## src/rtl/sdp_ram_be.sv

```systemverilog
// sdp_ram_be: simple-dual-port synchronous RAM with byte-lane write enables,
// 1- or 2-cycle read latency, a read-valid strobe and a post-reset clear sweep
// that zeroes every word before user traffic is accepted.
//
// Optional feature macro: RAM_PARITY_EN (per-lane even parity with error
// injection on write and error reporting on read). Undefined by default.
//
// Ports:
//   clk          rising-edge clock
//   rst_n        asynchronous active-low reset
//   init_done    high once the clear sweep has finished
//   wr_en        write request (ignored during the clear sweep)
//   wr_addr      write address
//   wr_data      write data
//   wr_be        byte-lane enables, bit i covers wr_data[i*BYTE_WIDTH +: BYTE_WIDTH]
//   wr_perr_inj  invert stored parity of written lanes (parity builds only)
//   rd_en        read request (ignored during the clear sweep)
//   rd_addr      read address
//   rd_data      read data, holds between reads
//   rd_valid     one-cycle strobe per completed read
//   rd_perr      parity error of the completed read, qualified by rd_valid
module sdp_ram_be #(
   parameter int unsigned DATA_WIDTH   = 32,
   parameter int unsigned ADDR_WIDTH   = 4,
   parameter int unsigned BYTE_WIDTH   = 8,
   parameter int unsigned READ_LATENCY = 1,
   parameter int unsigned RDW_MODE     = 0
) (
   input  logic                             clk,
   input  logic                             rst_n,
   output logic                             init_done,
   input  logic                             wr_en,
   input  logic [ADDR_WIDTH-1:0]            wr_addr,
   input  logic [DATA_WIDTH-1:0]            wr_data,
   input  logic [DATA_WIDTH/BYTE_WIDTH-1:0] wr_be,
   input  logic                             wr_perr_inj,
   input  logic                             rd_en,
   input  logic [ADDR_WIDTH-1:0]            rd_addr,
   output logic [DATA_WIDTH-1:0]            rd_data,
   output logic                             rd_valid,
   output logic                             rd_perr
);

   localparam int unsigned NB    = DATA_WIDTH / BYTE_WIDTH;
   localparam int unsigned DEPTH = 2 ** ADDR_WIDTH;
   localparam bit WriteFirst     = (RDW_MODE == 1);

   typedef enum logic [0:0] {StInit, StRun} state_e;

   state_e                state_q, state_d;
   logic [ADDR_WIDTH-1:0] cnt_q, cnt_d;
   logic                  run;
   logic                  rd_go;
   logic [DATA_WIDTH-1:0] rd_word;
   logic                  rd_err;

   // ---------------------------------------------------------------------
   // Clear-sweep FSM
   // ---------------------------------------------------------------------
   always_ff @(posedge clk or negedge rst_n) begin
      if (!rst_n) begin
         state_q <= StInit;
         cnt_q   <= '0;
      end else begin
         state_q <= state_d;
         cnt_q   <= cnt_d;
      end
   end

   always_comb begin
      state_d = state_q;
      cnt_d   = cnt_q;
      case (state_q)
         StInit: begin
            cnt_d = cnt_q + ADDR_WIDTH'(1);
            if (&cnt_q) state_d = StRun;
         end
         StRun:   state_d = StRun;
         default: state_d = StInit;
      endcase
   end

   assign run       = (state_q == StRun);
   assign init_done = run;
   assign rd_go     = run & rd_en;

   // ---------------------------------------------------------------------
   // Storage: one array per byte lane so each lane has a plain write port.
   // ---------------------------------------------------------------------
`ifdef RAM_PARITY_EN
   logic [NB-1:0] lane_err;
   assign rd_err = |lane_err;
`else
   logic unused_perr_inj;
   assign unused_perr_inj = wr_perr_inj;
   assign rd_err          = 1'b0;
`endif

   for (genvar i = 0; i < NB; i++) begin : g_lane
      logic [BYTE_WIDTH-1:0] mem_q [DEPTH];
      logic [BYTE_WIDTH-1:0] wr_lane;
      logic                  lane_we;
      logic                  collide;

      assign wr_lane = wr_data[i*BYTE_WIDTH +: BYTE_WIDTH];
      assign lane_we = wr_en & wr_be[i];
      // Only write-first mode forwards the incoming lane on a same-address hit;
      // read-first naturally returns the old word because the array updates
      // at the same edge the read register captures.
      assign collide = WriteFirst & lane_we & (wr_addr == rd_addr);

      always_ff @(posedge clk) begin
         if (!run) begin
            mem_q[cnt_q] <= '0;
         end else if (lane_we) begin
            mem_q[wr_addr] <= wr_lane;
         end
      end

      assign rd_word[i*BYTE_WIDTH +: BYTE_WIDTH] = collide ? wr_lane : mem_q[rd_addr];

`ifdef RAM_PARITY_EN
      logic par_q [DEPTH];
      logic wr_par;
      logic rd_par;

      assign wr_par = (^wr_lane) ^ wr_perr_inj;

      always_ff @(posedge clk) begin
         if (!run) begin
            par_q[cnt_q] <= 1'b0;
         end else if (lane_we) begin
            par_q[wr_addr] <= wr_par;
         end
      end

      assign rd_par      = collide ? wr_par : par_q[rd_addr];
      assign lane_err[i] = (^rd_word[i*BYTE_WIDTH +: BYTE_WIDTH]) ^ rd_par;
`endif
   end

   // ---------------------------------------------------------------------
   // Read pipeline: stage 1 always, stage 2 for READ_LATENCY == 2.
   // Data registers load only on a completed read so rd_data holds otherwise.
   // ---------------------------------------------------------------------
   logic                  v1_q;
   logic                  p1_q;
   logic [DATA_WIDTH-1:0] d1_q;

   always_ff @(posedge clk or negedge rst_n) begin
      if (!rst_n) begin
         v1_q <= 1'b0;
         p1_q <= 1'b0;
         d1_q <= '0;
      end else begin
         v1_q <= rd_go;
         p1_q <= rd_go & rd_err;
         if (rd_go) d1_q <= rd_word;
      end
   end

   if (READ_LATENCY == 2) begin : g_lat2
      logic                  v2_q;
      logic                  p2_q;
      logic [DATA_WIDTH-1:0] d2_q;

      always_ff @(posedge clk or negedge rst_n) begin
         if (!rst_n) begin
            v2_q <= 1'b0;
            p2_q <= 1'b0;
            d2_q <= '0;
         end else begin
            v2_q <= v1_q;
            p2_q <= p1_q;
            if (v1_q) d2_q <= d1_q;
         end
      end

      assign rd_valid = v2_q;
      assign rd_perr  = p2_q;
      assign rd_data  = d2_q;
   end else begin : g_lat1
      assign rd_valid = v1_q;
      assign rd_perr  = p1_q;
      assign rd_data  = d1_q;
   end

endmodule

```

## config.mk

```make
export PLATFORM = sky130hd
export DESIGN_NAME = sdp_ram_be
export DESIGN_NICKNAME = d
export VERILOG_FILES = /design/src/rtl/sdp_ram_be.sv
export SDC_FILE = /design/constraint.sdc
export NUM_CORES = 1
export LEC_CHECK = 0
export BUFFER_PORTS_ARGS = -buffer_cell sky130_fd_sc_hd__buf_2
export CAP_MARGIN = 20
export CORE_ASPECT_RATIO = 0.5
export CORE_UTILIZATION = 50
export DETAILED_ROUTE_END_ITERATION = 6
export PLACE_DENSITY = 0.74
export SYNTH_ARGS = -nofsm -noshare
export SYNTH_HDL_FRONTEND = slang
export SYNTH_SLANG_ARGS = --single-unit
export TNS_END_PERCENT = 30
```

## constraint.sdc

```tcl
create_clock -name clk -period 2.37 [get_ports clk]
set_input_delay 0.3555 -clock clk [delete_from_list [all_inputs] [get_ports clk]]
set_output_delay 0.3555 -clock clk [all_outputs]
set_load 0.05 [all_outputs]
```

* Yosys cells after proc, flatten, opt, wreduce, memory -nomap -nowiden
Memories as Yosys holds them, arrays and structs flattened. A register that Yosys moved wholly into a read port is not among the register bits. Index checks and enable logic that the tools add are counted.
Storage, ports and cells: flip-flop bits (word level) 6, memory bits (writable) 512, input bits 49, output and inout port bits 35, logic and storage cells 50, memories kept 4
Operators by class: add/sub/neg operators 1, muxes and demuxes 27, bitwise operators 6, reductions and logical operators 9
Memory list:
- g_lane[0].mem_q | words 16, width 8, rd ports 1, clocked after memory_dff 1, wr ports 1, RTL line 100 | logic [BYTE_WIDTH-1:0] mem_q [DEPTH];
- g_lane[1].mem_q | words 16, width 8, rd ports 1, clocked after memory_dff 1, wr ports 1, RTL line 100
- g_lane[2].mem_q | words 16, width 8, rd ports 1, clocked after memory_dff 1, wr ports 1, RTL line 100
- g_lane[3].mem_q | words 16, width 8, rd ports 1, clocked after memory_dff 1, wr ports 1, RTL line 100
Operator list (number):
- 8-bit two-way mux | 4
- 8-bit OR reduction | 4
- 1-bit two-way mux | 18
- 4-bit two-way mux | 4
- 1-bit bitwise AND | 5
- 4-bit by 1-bit adder with 4-bit output, second input constant | 1
- 1-bit zero test | 4
- 4-bit AND reduction | 1
- 1-bit case mux with 2 select lines | 1
- 1-bit inverter | 1

* Longest topological paths before layout
depth in word-level cells 6, mapped depth 7, gate-level depth less buffers 4

* Least setup slack after synthesis
OpenSTA, ideal clock, no wires.
path type reg2reg, start reg state_q, in the netlist init_done, end mem g_lane[0].mem_q[12][0] (enable), library setup time 0.375 ns, data arrival time 1.860 ns, required time 1.995 ns, slack 0.135 ns, cell stages (with the launch flop) 7, buffers on the path 3, period minus slack after synthesis 2.235 ns, cell sequence dfrtp_1 buf_4 and3_1 clkbuf_2 buf_1 nand2_1 a21oi_1
On the way: cells in the longest elaborated chain, start to end 4, elaborated cells between the ends (all ways) 6, those cells by class mux: 5; reduce/logical: 1
Ends and longest elaborated chain:
- from (decl) | RTL line 50 | state_e state_q, state_d;
- from (signal assigned) | RTL line 62 | state_q <= StInit;
- from (signal assigned) | RTL line 65 | state_q <= state_d;
- 1-bit two-way mux | RTL line 113 | if (!run) begin
- 1-bit two-way mux (implied by the code) | RTL line 116 | mem_q[wr_addr] <= wr_lane;
- 8-bit OR reduction (no source line)
- 4-bit two-way mux (no source line) or 1-bit two-way mux (tied branches)
- to (decl) | RTL line 100
Parallel ways exist; a longest one is shown, timed or not.

* Final worst setup path
start reg state_q, in the netlist init_done, end mem g_lane[2].mem_q[2][2] (enable)
On the way: cells in the longest elaborated chain, start to end 4, elaborated cells between the ends (all ways) 6, those cells by class mux: 5; reduce/logical: 1
Ends and longest elaborated chain (RTL line):
- 1-bit two-way mux | 113
- 1-bit two-way mux (implied by the code) | 116
- 8-bit OR reduction (no source line)
- 4-bit two-way mux (no source line) or 1-bit two-way mux (tied branches)
- to (decl) | 100
Parallel ways exist; a longest one is shown, timed or not.

==> flow_summary.yaml <==
outcome:
  status: "complete, but fails checks"
  violations: "negative setup slack"
route:
  viasPerCell: 5.75
  routed_wirelength_mm: 47.2
  drt_iter0_markers: 1393
  antenna_left: 0
  drc: 0
  routedWlPerCell_microns: 21.9
  firstDrtPassIters: 5
  vias: 12400
floorplanning:
  top_level_ports: 84
  fp.dieH_microns: 151
  die_area_sq_um: 45100
  start_util_pct: 50.7
  coreArea_sq_um: 43600
  die_x_microns: 299
  num_rows: 54
clock_network:
  h-tree-depth: 2
  insertion_delay_ns: 0.56
  path_clk_slew_ns: 0.06
  cts.sinks: 550
  cts_root_buffer: "clkbuf_16"
  cts_tree: "done"
  cts_inserted_buffers: 48
  clockBufferDepth: 3
yosys:
  ys.flop_type: "edfxtp_1"
  synth.distinct_cells: 32
  ys_seq_area_share_pct: 73.9
  ys_ff_latch: 550
  synth_warnings: 0
  synth.most_common_cell: "edfxtp_1"
  ys_top_cells_by_count: "edfxtp_1, mux2i_1, nand2_1"
  synth_top_area_share_pct: 69.6
  syn_avg_cell_area_sq_um: 15.7
  yosys-top-cells-area: "edfxtp_1, mux2i_1, dfrtp_1"
  yosysTopAreaCell: "edfxtp_1"
  postSynth.asyncResetShare_pct: 6.91
  synthesis.area_sq_um: 22100
  syn_inst: 1407
  syn_nets: 1457
  synth_edf_count: 512
job:
  maxCapViolations: 0
setup_path:
  startpoint_type: "flop"
  slowest_delay_ns: 0.66
  critPathCaptureType: "flop"
  arrival_ns: 2.59
  path_class: "flop to flop"
  rrSetupSlack_ns: -0.04
  path_cells: "nand3_1, nor3_1, a21oi_1, nor2_1"
  reg2reg_to: "g_lane[2].mem_q[2][2]$_DFFE_PP_"
  rr_worst_depth: 4
  slowest_stage: "dfrtp_1"
  crit_required_ns: 2.56
  crit_fanout: 15
  startpoint: "init_done$_DFF_PN0_"
  timing.rr.start: "init_done$_DFF_PN0_"
sta:
  tightest_slew_ns: 0.890
  fmax_ghz: 0.416
  skew_ns: 0.0145
  setup_viol: 24
  rsz0062_at_grt: "true"
  fin_crit_ns: 2.41
  fin_ws_ns: -0.0354
  final-hold-violation-count: 0
  drv_slew: 0
  slew_headroom_pct: 40.7
  finalCritPeriodShare_pct: 101
layout:
  fin_nets: 1579
  antenna_cells: 0
  drive_gt1_share_pct: 15.8
  layoutNonFillerInstCount: 2153
  fin_area_sq_um: 24900
  syn2layout_area_growth_pct: 12.9
power_and_ir_drop:
  total_power_uw: 19500
  p_leak_uw: 0.00992
  pwr_density_cell_nw_per_um2: 780
  vdd_ir_drop_max_v: 0.000467
grt:
  overflow: 0
  antenna_found_initial: 0
  grt_max_degree: 65
  grt_pass1_wl_mm: 71.2
  grt_usage_pct: 20.9
  grt_pass1_vias: 12300
placed_design:
  gp_congestion: 0.928
  io_buffer_count: 81
  dp_hpwl_mm: 29.8
  placedCellCount: 2066
  place_area_sq_um: 23400
min_path:
  hold_path_class: "input port to asynchronous set/reset pin"
registers in the layout, summed over array words and instances, names as in the netlist:
signal / flops
rd_data: 32
rd_valid: 1
cnt_q: 4
g_lane.mem_q: 512
init_done: 1
where the power goes:
part	total, uW	internal [uW]	switching (uW)
Clock	7410	4120	3290
Sequential	10700	10700	47.9
Combinational	1340	382	954
Total	19500	15200	4290
cell families (layout without fill, tap and decap cells):
family / count (synthesis) / in the layout / share of synthesized area, %
other: 1 / 1 / 0.0170
adders and majority gates: 1 / 1 / 0.0566
AOI/OAI and AO/OA: 140 / 140 / 4.10
DFF: 550 / 550 / 73.9
xor gates and xnor gates: 3 / 3 / 0.119
buffers and inverters: 85 / 243 / 2.31
muxes: 261 / 261 / 11.8
and+or+nand+nor: 366 / 366 / 7.64
placed cells by master (no fill, tap or decap), drive strengths merged, types with 5 or more instances in the layout:
cell    count
and2       36
mux2i     260
nand2     122
clkinv     20
a21oi      61
a31oi       5
edfxtp    512
nand3      82
nor3        8
dfrtp      38
nand4      22
nor2       78
nor2b      10
clkbuf     64
buf       152
a22oi      74
layer usage:
metal  GRT usage [%]  wire length (microns)  vias up
li1                -                      -     5597
met1            27.9                  19400     6242
met5               0                      0        -
met4            5.84                    981        0
met2            35.6                  23600      454
met3            3.61                   3290       81
through the flow:
stage | worst slack [ns] | TNS, ns | utilization, % | hold slack, ns
6_report | -0.0354 | -0.436 | 57.2 | 0.317
5_1_grt | -0.149 | -2.62 | 57.2 | 0.339
4_1_cts | 0.00411 | 0 | 57.1 | 0.308
3_5_place_dp | 0.000216 | 0 | 53.7 | 0.369
3_3_place_gp | 0.112 | 0 | 53.7 | 0.359
2_1_floorplan | 0.135 | 0 | - | 0.0599
repair_timing:
action | CTS | global route
cloned | 0 | 0
setup endpoints to repair | 16 | 173
setup buffers | 0 | 0
resized for setup | 2 | 20
pin swaps | 0 | 0
hold buffers | 1 | 0
hold endpoints to repair | 18 | 0
worst max-delay path, delay by kind of cell, from the launching register on:
| kind | cells | cell delay [ns] |
|---|---|---|
| and+or+nand+nor | 3 | 1.24 |
| DFF | 1 | 0.66 |
| AOI/OAI and AO/OA | 1 | 0.12 |
area by class of cell:
cell class	instances	area [sq um]
Timing Repair Buffer	153	1060
Inverter	4	15.0
Tap cell	588	736
Sequential cell	550	16300
Clock inverter	22	146
Multi-Input combinational cell	772	5330
Clock buffer	64	1320
Fill cell	3233	18600
worst max-delay path by stage:
| stage | endpoint | cells after the start |
|---|---|---|
| floorplan | g_lane[0].mem_q[12][0]$_DFFE_PP_ | 6 |
| global placement | g_lane[2].mem_q[9][6]$_DFFE_PP_ | 5 |
| detailed placement | g_lane[3].mem_q[11][2]$_DFFE_PP_ | 3 |
| CTS | g_lane[2].mem_q[2][6]$_DFFE_PP_ | 4 |
| global route | g_lane[2].mem_q[1][6]$_DFFE_PP_ | 4 |
| finish | g_lane[2].mem_q[2][2]$_DFFE_PP_ | 4 |
Power figures use the tool's default switching activity.
